### src/rtl/mesh_term_endpoint.sv
// Terminal-side endpoint for one mesh router port: buffers outgoing packets for the router
// and drains the router's output into a local receive FIFO, with traffic counters and error flags.
module mesh_term_endpoint #(
   parameter int PCKG_SZ  = 40,
   parameter int TX_DEPTH = 8,
   parameter int RX_DEPTH = 8,
   parameter int ID_ROW   = 0,
   parameter int ID_COL   = 0
) (
   input  logic               clk,
   input  logic               reset,
   input  logic               tx_push,
   input  logic [PCKG_SZ-1:0] tx_data,
   output logic               tx_full,
   output logic               pndng_i_in,
   output logic [PCKG_SZ-1:0] data_out_i_in,
   input  logic               popin,
   input  logic               pndng,
   input  logic [PCKG_SZ-1:0] data_out,
   output logic               pop,
   output logic               rx_valid,
   output logic [PCKG_SZ-1:0] rx_data,
   input  logic               rx_rd,
   output logic [15:0]        tx_cnt,
   output logic [15:0]        rx_cnt,
   output logic               err_ovf,
   output logic               err_udf,
   output logic               err_misroute
);

   localparam int TX_AW = $clog2(TX_DEPTH);
   localparam int TX_CW = TX_AW + 1;
   localparam int RX_AW = $clog2(RX_DEPTH);
   localparam int RX_CW = RX_AW + 1;
   localparam logic [TX_CW-1:0] TX_FULL_CNT = TX_CW'(TX_DEPTH);
   localparam logic [RX_CW-1:0] RX_FULL_CNT = RX_CW'(RX_DEPTH);
   localparam logic [3:0] MY_ROW = 4'(ID_ROW);
   localparam logic [3:0] MY_COL = 4'(ID_COL);

   logic [PCKG_SZ-1:0] tx_mem [TX_DEPTH];
   logic [TX_AW-1:0]   tx_wr_ptr, tx_rd_ptr;
   logic [TX_CW-1:0]   tx_count;
   logic               tx_do_push, tx_do_pop;

   logic [PCKG_SZ-1:0] rx_mem [RX_DEPTH];
   logic [RX_AW-1:0]   rx_wr_ptr, rx_rd_ptr;
   logic [RX_CW-1:0]   rx_count;
   logic               rx_full, rx_do_rd, misrouted;

   // ---------------- TX FIFO (user -> router) ----------------
   assign pndng_i_in    = (tx_count != '0);
   assign tx_full       = (tx_count == TX_FULL_CNT);
   assign tx_do_pop     = popin & pndng_i_in;
   // A full FIFO still accepts a push when the router retires the head in the same cycle.
   assign tx_do_push    = tx_push & (~tx_full | tx_do_pop);
   assign data_out_i_in = pndng_i_in ? tx_mem[tx_rd_ptr] : '0;

   // NOTE: storage arrays carry no reset; the occupancy count alone defines what is valid.
   always_ff @(posedge clk) begin
      if (tx_do_push) tx_mem[tx_wr_ptr] <= tx_data;
   end

   // NOTE: sequential state uses non-blocking assignments so every register sees pre-edge values.
   always_ff @(posedge clk or negedge reset) begin
      if (!reset) begin
         tx_wr_ptr <= '0;
         tx_rd_ptr <= '0;
         tx_count  <= '0;
         tx_cnt    <= '0;
         err_ovf   <= 1'b0;
         err_udf   <= 1'b0;
      end else begin
         if (tx_do_push) tx_wr_ptr <= tx_wr_ptr + TX_AW'(1);
         if (tx_do_pop) begin
            tx_rd_ptr <= tx_rd_ptr + TX_AW'(1);
            tx_cnt    <= tx_cnt + 16'd1;
         end
         tx_count <= tx_count + TX_CW'(tx_do_push) - TX_CW'(tx_do_pop);
         if (tx_push & tx_full & ~popin) err_ovf <= 1'b1;
         if (popin & ~pndng_i_in)        err_udf <= 1'b1;
      end
   end

   // ---------------- RX FIFO (router -> user) ----------------
   assign rx_valid  = (rx_count != '0);
   assign rx_full   = (rx_count == RX_FULL_CNT);
   assign rx_do_rd  = rx_rd & rx_valid;
   // No full-bypass: a read in the same cycle frees space only from the next cycle on.
   assign pop       = pndng & ~rx_full & reset;
   assign rx_data   = rx_valid ? rx_mem[rx_rd_ptr] : '0;
   assign misrouted = (data_out[PCKG_SZ-9 -: 4] != MY_ROW) ||
                      (data_out[PCKG_SZ-13 -: 4] != MY_COL);

   always_ff @(posedge clk) begin
      if (pop) rx_mem[rx_wr_ptr] <= data_out;
   end

   always_ff @(posedge clk or negedge reset) begin
      if (!reset) begin
         rx_wr_ptr    <= '0;
         rx_rd_ptr    <= '0;
         rx_count     <= '0;
         rx_cnt       <= '0;
         err_misroute <= 1'b0;
      end else begin
         if (pop) begin
            rx_wr_ptr <= rx_wr_ptr + RX_AW'(1);
            rx_cnt    <= rx_cnt + 16'd1;
            if (misrouted) err_misroute <= 1'b1;
         end
         if (rx_do_rd) rx_rd_ptr <= rx_rd_ptr + RX_AW'(1);
         rx_count <= rx_count + RX_CW'(pop) - RX_CW'(rx_do_rd);
      end
   end

endmodule

### config.mk
export PLATFORM = sky130hd
export DESIGN_NAME = mesh_term_endpoint
export DESIGN_NICKNAME = d
export VERILOG_FILES = /design/src/rtl/mesh_term_endpoint.sv
export SDC_FILE = /design/constraint.sdc
export NUM_CORES = 1
export LEC_CHECK = 0
export ABC_CLOCK_PERIOD_IN_PS = 5700
export BUFFER_PORTS_ARGS = -buffer_cell sky130_fd_sc_hd__buf_2
export CAP_MARGIN = 15
export CORE_AREA = 2 2 189 284
export CTS_CLUSTER_SIZE = 8
export DETAILED_ROUTE_END_ITERATION = 6
export DIE_AREA = 0 0 191 286
export PLACE_DENSITY = 0.85
export SLEW_MARGIN = 15
export SYNTH_ARGS = -nofsm -noshare
export SYNTH_HDL_FRONTEND = slang
export SYNTH_SLANG_ARGS = --single-unit
### constraint.sdc
create_clock -name clk -period 5.7 [get_ports clk]
set_input_delay 1.14 -clock clk [delete_from_list [all_inputs] [get_ports clk]]
set_output_delay 1.14 -clock clk [all_outputs]
set_load 0.02 [all_outputs]
==> impl_metrics.csv <==
group,metric,value,unit
outcome,outcome,"complete, no violations",
floorplanning,row_count,103,
synthesis,synth_edf_count,640,
detailed_routing,wire_per_inst,24.2,µm
detailed_routing,drt_iter0_markers,1458,
cells_and_area,final_area,32300,µm²
grt,grt.overflow.total,0,
clock_network,cts_tree,"done",
critical_path,cp_slowest_cell,"dfrtp_4",
sta,setup_viol,0,
floorplanning,die_w,191,µm
grt,gr-usage-all-layers,23.0,%
clock_network,postCtsSetupBuffers,0,
detailed_routing,routed_via_density,5.98,
sta,fmax,239,MHz
pwr,vdd_drop_max,550,µV
synthesis,synth_nets,1735,
cells_and_area,fin_nets,1984,
placed_design,placed_area,29700,µm²
floorplanning,io_pins,205,
clock_network,hold_buffers,0,
critical_path,critPathArrivalTime,3050,ps
floorplanning,die_y,286,µm
detailed_routing,first_pass_iters,7,
clock_network,clock-sinks,695,
synthesis,ys.flop_type,"edfxtp_1",
cells_and_area,area_delta_synth_final,15.5,%
synthesis,synthArstFlopShare,7.91,%
detailed_routing,num_vias,15600,
sta,max_slew.worst_pin.slew,1100,ps
synthesis,ys_warn_count,0,
sta,final.min_clock_period,4190,ps
placed_design,dp_hpwl,36000,µm
pwr,leakage,11.6,nW
floorplanning,die-area,54600,µm²
synthesis,synth_area,28000,µm²
synthesis,ys_types,43,
flow_run,maxCapViolCount,0,
critical_path,critical_path_class,"register to output port",
synthesis,ys_seq_elements,695,
critical_path,path_max_fanout,66,
floorplanning,start_util,53.6,%
clock_network,clk_latency,620,ps
critical_path,cpPeakStageDelay,1080,ps
critical_path,crit_chain,"buf_4 > mux2i_1 > a22oi_1 > and3_1 > buf_2",
sta,relSlewSlack,26.5,%
clock_network,post_cts_resized,0,
hold_path,holdCritPathClass,"register to register",
detailed_routing,routed_wl,62900,µm
cells_and_area,final_layout_size_suffix_gt1_share,23.5,%
grt,grt_pass1_wl,94800,µm
detailed_routing,ant_nets,0,
sta,hold_violations,0,
pwr,powerDensity,539,nW/µm²
clock_network,clock_path_buffers,3,
grt,grt_pass1_vias,16800,
synthesis,syn_area_per_cell,17.2,µm²
sta,finalCritPeriodShare,73.5,%
critical_path,crit_path_end_kind,"output port",
detailed_routing,drcViolationCount,0,
sta,tns,0,ps
clock_network,cts-htree-levels,3,
placed_design,numPortBuffers,204,
critical_path,cp.required,4560,ps
pwr,power,17.4,mW
critical_path,setup.worst_path.start_class,"register",
sta,rsz0062_at_grt,"no",
synthesis,ys_seq_area_share,73.6,%
synthesis,syn_inst,1629,
grt,grt_start_max_net_pins,83,
floorplanning,design.core.area,52200,µm²
grt,grt_antenna_before_repair,5,
sta,skew,23.0,ps
placed_design,gp_congestion,0.751,
sta,finalMaxSlewViolations,0,
cells_and_area,utilization,61.9,%
clock_network,cts_buffers,96,
clock_network,cts.reportedPaths.clkPinSlew,50,ps
clock_network,root_buffer,"clkbuf_16",
## state kept, by name, summed over array words and instances (netlist names)
register / cells
rx_rd_ptr: 3
rx_wr_ptr: 3
err_udf: 1
rx_count: 4
rx_cnt: 16
tx_rd_ptr: 3
tx_mem: 320
tx_cnt: 16
err_misroute: 1
rx_mem: 320
tx_count: 4
err_ovf: 1
tx_wr_ptr: 3
## path summary, 6_finish.rpt
check / slack [ps] / endpoint / startpoint / cells past startpoint
max: 1510 / rx_data[0] / rx_rd_ptr[1]$_DFFE_PN0P_ / 5
min: 470 / tx_cnt[15]$_DFFE_PN0P_ / tx_cnt[15]$_DFFE_PN0P_ / 1
max reg2reg: 2550 / rx_mem[3][18]$_DFFE_PP_ / rx_count[2]$_DFF_PN0_ / 8
min reg2reg: 470 / tx_cnt[15]$_DFFE_PN0P_ / tx_cnt[15]$_DFFE_PN0P_ / 1
max in group asynchronous: 4390 / tx_rd_ptr[1]$_DFFE_PN0P_ / reset / 2
min in group asynchronous: 710 / rx_wr_ptr[0]$_DFFE_PN0P_ / reset / 2
## placed cells by master (no fill, tap or decap), drive strengths merged, types with 3 or more instances in the layout
cell type / n
a211oi: 80
nor2b: 85
a21oi: 82
or2: 3
nand2b: 5
and3: 87
nand4: 6
edfxtp: 640
inv: 22
ha: 18
nor2: 9
nand2: 34
dfrtp: 55
a22oi: 80
nor3: 12
nor4: 7
xnor2: 28
and2: 3
nor3b: 4
mux2i: 240
clkbuf: 136
xor2: 14
buf: 240
diode: 5
nand3: 14
a21o: 4
## area by class of cell
type | count | area [µm²]
Sequential cell | 695 | 20600
Inverter | 22 | 82.6
Tap cell | 682 | 853
Fill cell | 3432 | 19900
Multi-Input combinational cell | 823 | 6860
Timing Repair Buffer | 240 | 1340
Antenna cell | 5 | 12.5
Clock buffer | 136 | 2570
## where the power goes
group          switching, mW  total, mW  internal (mW)
Sequential             0.466       6.72           6.26
Combinational           3.67       5.77           2.10
Clock                   1.87       4.93           3.05
## synthesized netlist by cell type (2+ instances only)
library cell	instances	area, µm²
edfxtp_1	640	19200
mux2i_1	240	2400
and3_1	87	544
nor2b_1	85	532
a21oi_1	82	410
a22oi_1	80	601
a211oi_2	76	951
dfrtp_1	55	1380
clkbuf_1	35	131
nand2_1	33	124
xnor2_1	28	245
buf_4	26	195
buf_6	21	236
ha_1	18	225
inv_1	18	67.6
nand3_1	14	70.1
xor2_1	14	123
nor3_1	11	55.1
nor2_1	9	33.8
nand4_1	6	37.5
buf_2	5	25.0
nand2b_1	5	31.3
nor4_1	5	31.3
a211oi_1	4	30.0
a21o_1	4	30.0
inv_2	4	15.0
and2_1	3	18.8
or2_1	3	18.8
fa_1	2	40.0
mux2_2	2	22.5
nor3b_1	2	15.0
## logic make-up after synthesis
logic type | Yosys count | share of synthesized area, %
flip-flops | 695 | 73.6
AND/OR/NAND/NOR | 270 | 5.74
AO/OA/AOI/OAI | 249 | 7.30
multiplexers | 242 | 8.66
buffers and inverters | 111 | 2.47
XOR/XNOR | 42 | 1.31
adder cells (fa/ha/maj) | 20 | 0.948
## per-stage QoR
| stage | cells | worst slack (ps) | hold WS [ps] |
|---|---|---|---|
| finish | 2603 | 1510 | 469 |
| CTS | 2598 | 1490 | 477 |
| global route | 2599 | 1390 | 491 |
| detailed placement | 2462 | 2000 | 468 |
| floorplan | 1629 | 623 | 484 |
| global placement | 2462 | 2120 | 439 |
## metal layers
metal / share of wire [%] / GRT usage (%) / up-vias
li1: - / - / 6845
met1: 34 / 25.6 / 7797
met5: 0.059 / 0 / -
met4: 2.9 / 10.1 / 6
met3: 9.4 / 5.59 / 153
met2: 54 / 41.6 / 776
## worst max-delay path, delay by kind of cell, from the launching register on
kind,cells,cell delay [ps]
mux,1,270
simple gates,1,250
compound gates,1,130
flops,1,1080
buf+inv,2,630
Note: power is estimated with default switching activity, not from simulation.
